## src/rtl/led_pulse_stretcher.sv

```systemverilog
`default_nettype none
// ============================================================================
// Module   : led_pulse_stretcher
// Purpose  : Stretches short event strobes or levels into human-visible LED
//            blinks. Every blink has an on-time of exactly ON_CYCLES clocks
//            and is followed by an off-gap of at least OFF_CYCLES clocks.
//            Events that arrive while a blink is in progress are queued in a
//            saturating counter, so each one later shows as its own blink.
// Ports    : i_Clk      - system clock
//            i_Rst_L    - asynchronous active-low reset
//            i_Event    - event input; each rising edge is one event
//            i_Clr_Ovf  - synchronous clear of o_Overflow
//            o_LED      - stretched LED drive, active high, registered
//            o_Busy     - high while a blink or its off-gap is in progress
//            o_Pending  - number of queued, not-yet-displayed events
//            o_Overflow - sticky flag: an event was dropped (queue full)
// Revision : 1.0 - initial release
// ============================================================================
module led_pulse_stretcher #(
  parameter int ON_CYCLES  = 2500000,
  parameter int OFF_CYCLES = 1250000,
  parameter int PEND_MAX   = 7,
  parameter int PEND_W     = 3
) (
  input  logic              i_Clk,
  input  logic              i_Rst_L,
  input  logic              i_Event,
  input  logic              i_Clr_Ovf,
  output logic              o_LED,
  output logic              o_Busy,
  output logic [PEND_W-1:0] o_Pending,
  output logic              o_Overflow
);

  localparam logic [31:0]       C_ON_LOAD  = 32'(ON_CYCLES - 1);
  localparam logic [31:0]       C_OFF_LOAD = 32'(OFF_CYCLES - 1);
  localparam logic [PEND_W-1:0] C_PEND_MAX = PEND_W'(PEND_MAX);
  localparam logic [PEND_W-1:0] C_PEND_ONE = PEND_W'(1);

  typedef enum logic [1:0] {
    S_IDLE = 2'd0,
    S_ON   = 2'd1,
    S_GAP  = 2'd2
  } state_e;

  state_e              state_q, state_d;
  logic [31:0]         cnt_q, cnt_d;
  logic                prev_q;
  logic                led_q, led_d;
  logic                busy_q, busy_d;
  logic [PEND_W-1:0]   pend_q, pend_d;
  logic                ovf_q, ovf_d;

  logic                w_edge;
  logic                w_ovf_set;
  logic [PEND_W:0]     w_pend_sum;

  // i_Event is already synchronous to i_Clk; a held level yields one event.
  assign w_edge = i_Event & ~prev_q;

  // One bit wider than the queue so pending + edge cannot wrap at the
  // GAP terminal cycle, where an arriving edge and a dequeue cancel out.
  assign w_pend_sum = {1'b0, pend_q} + {{PEND_W{1'b0}}, w_edge};

  always_ff @(posedge i_Clk or negedge i_Rst_L) begin
    if (!i_Rst_L) begin
      state_q <= S_IDLE;
      cnt_q   <= 32'd0;
      prev_q  <= 1'b0;
      led_q   <= 1'b0;
      busy_q  <= 1'b0;
      pend_q  <= '0;
      ovf_q   <= 1'b0;
    end else begin
      state_q <= state_d;
      cnt_q   <= cnt_d;
      prev_q  <= i_Event;
      led_q   <= led_d;
      busy_q  <= busy_d;
      pend_q  <= pend_d;
      ovf_q   <= ovf_d;
    end
  end

  always_comb begin
    state_d   = state_q;
    cnt_d     = cnt_q;
    led_d     = led_q;
    busy_d    = busy_q;
    pend_d    = pend_q;
    w_ovf_set = 1'b0;

    case (state_q)
      S_IDLE: begin
        if (w_edge) begin
          state_d = S_ON;
          cnt_d   = C_ON_LOAD;
          led_d   = 1'b1;
          busy_d  = 1'b1;
        end
      end

      S_ON: begin
        if (w_edge) begin
          if (pend_q < C_PEND_MAX) pend_d = pend_q + C_PEND_ONE;
          else                     w_ovf_set = 1'b1;
        end
        if (cnt_q == 32'd0) begin
          state_d = S_GAP;
          cnt_d   = C_OFF_LOAD;
          led_d   = 1'b0;
        end else begin
          cnt_d = cnt_q - 32'd1;
        end
      end

      S_GAP: begin
        if (cnt_q == 32'd0) begin
          // Terminal cycle: an edge arriving now is counted together with
          // the queue, so it can never overflow here.
          if (w_pend_sum != '0) begin
            state_d = S_ON;
            cnt_d   = C_ON_LOAD;
            led_d   = 1'b1;
            pend_d  = PEND_W'(w_pend_sum - {{PEND_W{1'b0}}, 1'b1});
          end else begin
            state_d = S_IDLE;
            busy_d  = 1'b0;
          end
        end else begin
          cnt_d = cnt_q - 32'd1;
          if (w_edge) begin
            if (pend_q < C_PEND_MAX) pend_d = pend_q + C_PEND_ONE;
            else                     w_ovf_set = 1'b1;
          end
        end
      end

      default: begin
        state_d = S_IDLE;
        led_d   = 1'b0;
        busy_d  = 1'b0;
      end
    endcase

    // A new drop wins over a clear issued in the same cycle.
    ovf_d = w_ovf_set | (ovf_q & ~i_Clr_Ovf);
  end

  assign o_LED      = led_q;
  assign o_Busy     = busy_q;
  assign o_Pending  = pend_q;
  assign o_Overflow = ovf_q;

endmodule
`default_nettype wire

```

## config.mk

```make
export PLATFORM = sky130hd
export DESIGN_NAME = led_pulse_stretcher
export DESIGN_NICKNAME = d
export VERILOG_FILES = /design/src/rtl/led_pulse_stretcher.sv
export SDC_FILE = /design/constraint.sdc
export NUM_CORES = 1
export LEC_CHECK = 0
export BUFFER_PORTS_ARGS = -buffer_cell sky130_fd_sc_hd__buf_2
export CAP_MARGIN = 30
export CELL_PAD_IN_SITES_DETAIL_PLACEMENT = 1
export CELL_PAD_IN_SITES_GLOBAL_PLACEMENT = 1
export CORE_MARGIN = 2
export CORE_UTILIZATION = 51
export DETAILED_ROUTE_END_ITERATION = 6
export PLACE_DENSITY = 0.93
export SYNTH_ARGS = -nofsm -noshare
export SYNTH_HDL_FRONTEND = slang
export SYNTH_SLANG_ARGS = --single-unit
```

## constraint.sdc

```tcl
create_clock -name i_Clk -period 6.35 [get_ports i_Clk]
set_input_delay 0.635 -clock i_Clk [delete_from_list [all_inputs] [get_ports i_Clk]]
set_output_delay 0.635 -clock i_Clk [all_outputs]
set_load 0.1 [all_outputs]
```

# Word level (Yosys, flattened, before mapping)
# Index checks and enable logic that the tools add are counted.
# Widths: inputs -> output; s select.
totals:
  regBits: 41
  input_bits: 4
  elab_cells: 63
op_classes:
  n_addsub: 4
  order_cmp: 1
  eq_ne: 8
  n_mux: 27
  bitwise_logic: 6
  n_reduce_logical: 10
ops:
  columns: ["op", "count"]
  rows:
  - ["$mux 32", 4]
  - ["$pmux 32 s3", 1]
  - ["$logic_not 32->1", 1]
  - ["$sub 32x1->32 const B", 1]
  - ["$mux 3", 4]
  - ["$mux 1", 10]
  - ["$ne 2x2->1 const B", 5]
  - ["$reduce_and 4->1", 2]
  - ["$mux 2", 3]
  - ["$pmux 1 s3", 2]
  - ["$pmux 2 s3", 1]
  - ["$pmux 3 s2", 1]
  - ["$reduce_and 3->1", 2]
  - ["$add 3x1->4", 1]
  - ["$reduce_bool 4->1", 1]
  - ["$add 3x1->3 const B", 1]
  - ["$lt 3x3->1 const B", 1]
  - ["$ne 3x3->1 const B", 1]
  - ["$not 1->1", 3]
  - ["$reduce_bool 3->1", 1]
  - ["$sub 3x1->3 const B", 1]
  - ["$and 1x1->1", 2]
  - ["$eq 2x1->1 const B", 1]
  - ["$eq 2x2->1 const B", 1]
  - ["other kinds (5)", 5]

# Depth between registers and ports, before layout
# Gate-level depths: netlist of run 1.
depth:
  ltp_word: 7
  ltp_mapped: 13

# Worst setup path before layout of run 1
# OpenSTA, ideal clock, no wires.
synth_timing:
  path_kind: "input port to flip-flop"
  start: "input i_Event"
  end: "register cnt_q[10]"
  arrival_time_ns: 3.005
  required_time_ns: 6.228
  path_slack_ns: 3.224
  stages: 13
  n_path_buf: 2
  cell_sequence: "nand2b_1 -> clkbuf_1 -> clkinv_1 -> ha_1 -> ha_1 -> inv_1 -> ha_1 -> nand2_1 -> nor2_1 -> a21oi_1 -> clkbuf_1 -> o21ai_0 -> o2bb2ai_1"
synth_via:
  elab_chain_cells: 5
synth_lines:
  columns: ["item", "line_no", "text"]
  rows:
  - ["from (decl)", "27", "input logic i_Event,"]
  - ["$and 1x1->1 *", "59", "assign w_edge = i_Event & ~prev_q;"]
  - ["$add 3x1->4", "63", "assign w_pend_sum = {1'b0, pend_q} + {{PEND_W{1'b0}}, w_edge};"]
  - ["$reduce_bool 4->1", "121", "if (w_pend_sum != '0) begin"]
  - ["$ne 3x3->1 (no source line)", null, null]
  - ["$reduce_and 3->1 (no source line) *", null, null]
  - ["to (signal assigned)", "76", "cnt_q <= cnt_d;"]
  - ["to (decl)", "47", "logic [31:0] cnt_q, cnt_d;"]
# Mark *: on every way between the ends. The rest lies on a longest branch, timed or not.
# A chain may end at the register's enable or synchronous reset.

# Final worst setup path of run 1
layout_timing:
  start: "register cnt_q[0]"
  end: "register cnt_q[31]"
layout_via:
  elab_chain_cells: 3
layout_lines:
  columns: ["item", "line_no", "text"]
  rows:
  - ["$sub 32x1->32 or $logic_not 32->1 (tied branches)", null, null]
  - ["$mux 32 (tied with other cells)", "118", "if (cnt_q == 32'd0) begin"]
  - ["$pmux 32 s3 or $reduce_and 3->1 (tied branches)", null, null]
# Parallel ways exist; a longest one is shown, timed or not.

==> qor.yml, run 1 <==
status: "finished clean"
setup_tns_ns: 0
synth_edf_count: 0
finalNetCount: 327
start_kind: "flip-flop"
gp_congestion: 0.842
gr-total-overflow: 0
cts.sinks: 41
synth_cell_types: 65
rsz0062_at_grt: "no"
syn-cell-area_sq_mm: 0.00272
ys_warn_count: 0
layout-area-overhead-vs-synth_pct: 6.29
dieArea_sq_mm: 0.00594
cpMaxStageDelayCell: "or4b_2"
placed_area_sq_mm: 0.00278
yosysSeqAreaShare_pct: 37.7
cts_root_buf: "clkbuf_8"
viasPerCell: 6.47
p_leak_nw: 1.17
fillers: 642
synth_nets: 323
crit_required_ns: 6.51
ioPinCount: 10
end_kind: "flip-flop"
finalCritPeriodShare_pct: 51.8
finalSetupViolCount: 0
cap_violations: 0
post-place-ws_ns: 2.88
worst_pin_slew_ns: 0.941
postCtsSetupRepairBufs: 0
synth-simple-area-share_pct: 23.1
diodes: 0
grt_max_degree: 42
yosysTopAreaCell: "dfrtp_1"
finalCriticalPeriod_ns: 3.29
synthMuxAreaShare_pct: 0.735
critPathMaxFanout: 15
cts_buffers: 5
yosysMostFrequentCell: "dfrtp_1"
synth_ff_type: "dfrtp_1"
clkLatencyLatePin_ns: 0.30
die_w_microns: 77.1
cts_max_path_buffers: 2
cts_hold_buffers: 0
fmax_mhz: 304
synth_xor_xnor_area_share_pct: 3.22
firstDrtPassIters: 4
arrival_ns: 3.45
hp-class: "input port to asynchronous set/reset pin"
cellPowerDensity_mw_per_mm2: 390
synth_commonest_cells: "dfrtp_1 (41), a21oi_1 (31), nor2_1 (31)"
num_rows: 26
htree_levels: 2
synth_compound_area_share_pct: 25.2
yosys.area_share.adder_pct: 4.59
ant_nets: 0
wire_per_inst_microns: 19.7
crit_chain: "inv_1 -> ha_1 -> or4b_2 -> nand2b_1 -> or4_4 -> a211oi_4 -> nor2_1"
ys_ff_latch: 41
drtIter0Drc: 177
start_util_pct: 53.0
path_clk_slew_ns: 0.08
synth_area_leaders: "dfrtp_1 (38%), a21oi_1 (5.7%), ha_1 (4.6%)"
hold_ws_ns: 0.286
synth_top_family_by_area: "compound AO/OA/AOI/OAI gates"
critical_path_class: "flip-flop to flip-flop"
fin_ws_ns: 3.06
grt.total_usage_pct: 27.0
drc: 0
vias: 2479
finClkSkew_ns: 0.00615
post_cts_resized: 0
hold_viol: 0
synth_cells: 309
drive_gt1_share_pct: 12.5
core-area_sq_mm: 0.00514
cts_tree: "built"
slowest_delay_ns: 0.68
fin_area_sq_mm: 0.00290
antenna_found_initial: 0
grt_pass1_vias: 2611
async_flop_share_pct: 100
synth_top_area_share_pct: 37.7
die_h_microns: 77.1
grt_pass1_wl_microns: 12900
dpl.hpwl_microns: 5170
rr_worst_depth: 7
numPortBuffers: 9
syn_avg_cell_area_sq_um: 8.82
vdd_drop_max_mv: 0.258
maxSlewViolCount: 0
wl_microns: 7530
max-slew-margin-rel_pct: 37.1
[placed cells by master, fill, tap and decap left out, types with 4 or more instances in the layout]
master and count:
nand2_1 20, a21oi_1 31, buf_2 9, o21ai_0 13, nor3_1 16, a22o_1 4, nor4_1 5, clkbuf_8 6
or2_2 5, ha_1 10, o21ai_1 8, or4_1 4, nand3_1 5, nor2_1 31, inv_1 13, a31oi_1 6
xnor2_1 9, o22a_1 4, dfrtp_1 41, nand4_1 8
[path summary, 6_finish.rpt]
check / start / to / slack [ns]
max in group asynchronous: i_Rst_L / cnt_q[30] / 5.57
worst min register to register: cnt_q[8] / cnt_q[8] / 0.50
worst min-delay path: i_Rst_L / cnt_q[1] / 0.29
min in group i_Clk: i_Event / prev_q / 0.45
worst max-delay path: cnt_q[0] / cnt_q[31] / 3.06
worst max register to register: cnt_q[0] / cnt_q[31] / 3.06
[cell families (layout without fill, tap and decap cells)]
group / after synthesis / after routing
buffers and inverters: 30 / 34
DFF: 41 / 41
and+or+nand+nor: 117 / 117
adders and majority gates: 10 / 10
xor gates and xnor gates: 10 / 10
AOI/OAI and AO/OA: 99 / 99
muxes: 2 / 2
[per-stage QoR]
step	total power [mW]	instances	util, %
after floorplan	0.812	309	-
after global placement	0.917	375	54.1
after detailed placement	0.945	375	54.1
after CTS	1.13	382	55.8
after global routing	1.21	383	56.3
final	1.13	383	56.3
[critical path: cells and delay by family, from the launching register on]
kind | cells | cell delay [ns]
AO/OA/AOI/OAI | 1 | 0.68
adder cells (fa/ha/maj) | 1 | 0.18
buffers and inverters | 1 | 0.10
flip-flops | 1 | 0.41
AND/OR/NAND/NOR | 4 | 1.78
[where the power goes]
group          switching, mW  total (mW)  internal (mW)
logic                  0.398       0.581          0.183
clock network         0.0909       0.177         0.0864
registers             0.0581       0.372          0.314
[area by class of cell]
| cell class | instances | area [sq um] | area share (%) |
|---|---|---|---|
| repair buffers | 13 | 95.1 | 3.28 |
| well taps | 70 | 87.6 | 3.03 |
| inverters | 14 | 52.6 | 1.82 |
| flip-flops and latches | 41 | 1030 | 35.4 |
| clock buffers | 7 | 86.3 | 2.98 |
| multi-input cells | 238 | 1550 | 53.5 |
[per-layer routing]
metal,vias to the layer above,GRT usage (%),share of wire [%]
li1,1146,-,-
met1,1278,35.7,44
met2,46,45.2,50
met3,9,4.59,4.0
met4,0,8.39,1.3
met5,-,0,0
[state kept, by name, summed over array words and instances, names as in the netlist]
signal      cells
cnt_q          32
o_Busy          1
o_LED           1
o_Overflow      1
o_Pending       3
prev_q          1
state_q         2
No activity file was read; power rests on OpenSTA's default activity.
==> run 2: changes to the inputs <==
- ABC_AREA: default -> 1
- CORE_UTILIZATION: 51 -> 45
- PLACE_DENSITY: 0.93 -> 0.89
- clock period: 6.35 -> 3.1 ns (I/O delays scaled with it)
==> qor.yml, run 2 <==
max-slew-margin-rel_pct: 47.5
dpl.hpwl_microns: 6660
cellPowerDensity_mw_per_mm2: 939
wl_met3_microns: 303
synth_cell_types: 25
yosysMostFrequentCell: "nand2_1"
ant_nets: 0
drive_gt1_share_pct: 8.03
die_w_microns: 86.6
gr-total-overflow: 0
vias: 2958
hold_ws_ns: -0.0211
start_util_pct: 46.0
synth_nets: 476
drt-met1-wl_microns: 3860
firstDrtPassIters: 4
cap_violations: 0
drc: 0
finalCriticalPeriod_ns: 2.50
most-common-layout-cells: "nand2_1 (166), nor2_1 (65), inv_1 (51), dfrtp_1 (41), nand3_1 (39)"
drtIter0Drc: 131
violations: "hold timing"
wire_per_inst_microns: 15.9
fmax_mhz: 400
cts_max_path_buffers: 2
path_clk_slew_ns: 0.09
crit_required_ns: 3.29
cts_buffers: 5
wl_microns: 8810
cts.sinks: 41
critical_path_class: "flip-flop to flip-flop"
post-place-ws_ns: 0.556
finalCritPeriodShare_pct: 80.7
gp_congestion: 0.860
p_leak_nw: 1.81
vdd_drop_max_mv: 0.740
postCtsSetupRepairBufs: 0
ys_warn_count: 0
post_cts_resized: 0
yosysTopAreaCell: "dfrtp_1"
syn_avg_cell_area_sq_um: 6.65
synth_edf_count: 0
cts_root_buf: "clkbuf_8"
synth_cells: 462
top_register: "cnt_q"
core-area_sq_mm: 0.00668
rsz0062_at_grt: "no"
numPortBuffers: 9
critPathMaxFanout: 33
finClkSkew_ns: 0.00795
die_h_microns: 86.6
maxSlewViolCount: 0
synth_top_area_share_pct: 33.4
grt_pass1_vias: 3133
final_util_pct: 48.6
layout-area-overhead-vs-synth_pct: 5.78
status: "complete, but fails checks"
end_kind: "flip-flop"
cts_tree: "built"
yosysSeqAreaShare_pct: 33.4
met2_length_microns: 4520
topRoutingLayerUsed: "met4"
diodes: 0
dpl.cell_count: 545
final_common_cell: "nand2_1"
largest_reg_flops: 32
syn-cell-area_sq_mm: 0.00307
antenna_found_initial: 0
synth_area_leaders: "dfrtp_1 (33%), nand2_1 (20%), nor2_1 (7.9%)"
multi_input_area_sq_mm: 0.00176
finalSetupViolCount: 0
num_rows: 30
finalNetCount: 486
start_kind: "flip-flop"
grt_pass1_wl_microns: 14900
fin_ws_ns: 0.599
hold_viol: 19
dieArea_sq_mm: 0.00750
seq_area_sq_mm: 0.00103
ioPinCount: 10
synth_commonest_cells: "nand2_1 (166), nor2_1 (65), inv_1 (51)"
synth_ff_type: "dfrtp_1"
hp-class: "input port to asynchronous set/reset pin"
grt.total_usage_pct: 25.1
fin_cells: 553
async_flop_share_pct: 100
worst_pin_slew_ns: 0.786
cts_hold_buffers: 0
grt_max_degree: 34
clkLatencyLatePin_ns: 0.30
setup_tns_ns: 0
viasPerCell: 5.35
htree_levels: 2
ys_ff_latch: 41
fillers: 923
arrival_ns: 2.69
run 2: cell count changes after synthesis, moves of 6 or more:
cell      previous run  this run
nand2_1             20       166
inv_1               13        51
nand3_1              5        39
nor2_1              31        65
a21oi_1             31         2
xor2_1               1        17
nor3_1              16         1
nor2_2               0        11
clkbuf_1            10         1
a31oi_1              6         0
run 2: path summary, 6_finish.rpt:
path	startpoint	endpoint	slack, ns	depth (start not counted)
min in group i_Clk	i_Event	prev_q	0.12	1
max in group asynchronous	i_Rst_L	cnt_q[23]	2.62	2
hold reg to reg	o_Busy	o_Busy	0.50	2
setup / recovery	prev_q	cnt_q[27]	0.60	12
setup reg to reg	prev_q	cnt_q[27]	0.60	12
hold / removal	i_Rst_L	cnt_q[4]	-0.02	1
run 2: logic make-up (layout without fill, tap and decap cells):
| kind of cell | after synthesis | after routing | synth area share [%] |
|---|---|---|---|
| muxes | 1 | 1 | 0.326 |
| xor gates and xnor gates | 26 | 26 | 7.66 |
| buffers and inverters | 61 | 72 | 9.16 |
| adders and majority gates | 10 | 10 | 4.07 |
| AOI/OAI and AO/OA | 19 | 19 | 3.22 |
| and+or+nand+nor | 304 | 304 | 42.2 |
| DFF | 41 | 41 | 33.4 |
run 2: per-stage QoR:
stage | total power [mW] | hold WS, ns | instance area, sq um
after floorplan | 2.29 | 0.0144 | 3070
after global placement | 2.59 | 0.433 | 3140
after detailed placement | 2.68 | 0.320 | 3170
after CTS | 3.05 | 0.00170 | 3250
after global routing | 3.31 | 0.0201 | 3250
final | 3.05 | -0.0211 | 3250
run 2: cell type report:
cell class,count,share of cell area (%)
multi-input combinational,360,54.3
sequential,41,31.6
inverter,53,6.12
tap,80,3.08
clock buffer,8,2.46
timing repair buffer,11,2.46
run 2: report_power, final:
part,internal (mW),leakage (nW),switching [mW]
combinational,0.487,1.24,1.37
sequential,0.671,0.532,0.164
clock,0.161,0.0395,0.200
run 2: layer usage:
metal,global-route usage (%),vias to the layer above
met5,0,-
met4,6.39,0
li1,-,1447
met2,46.1,42
met1,30.8,1459
met3,3.62,10
run 2: worst max-delay path, cell delays in order (launching register included):
cell and delay [ns]:
dfrtp_1 0.38, nor2_2 0.25, ha_1 0.23, ha_1 0.24, inv_1 0.09, ha_1 0.15, nand3_1 0.11, nor2_2 0.19
nand3_2 0.14, nand2_2 0.10, inv_2 0.24, nand3_1 0.18, nand2_1 0.07
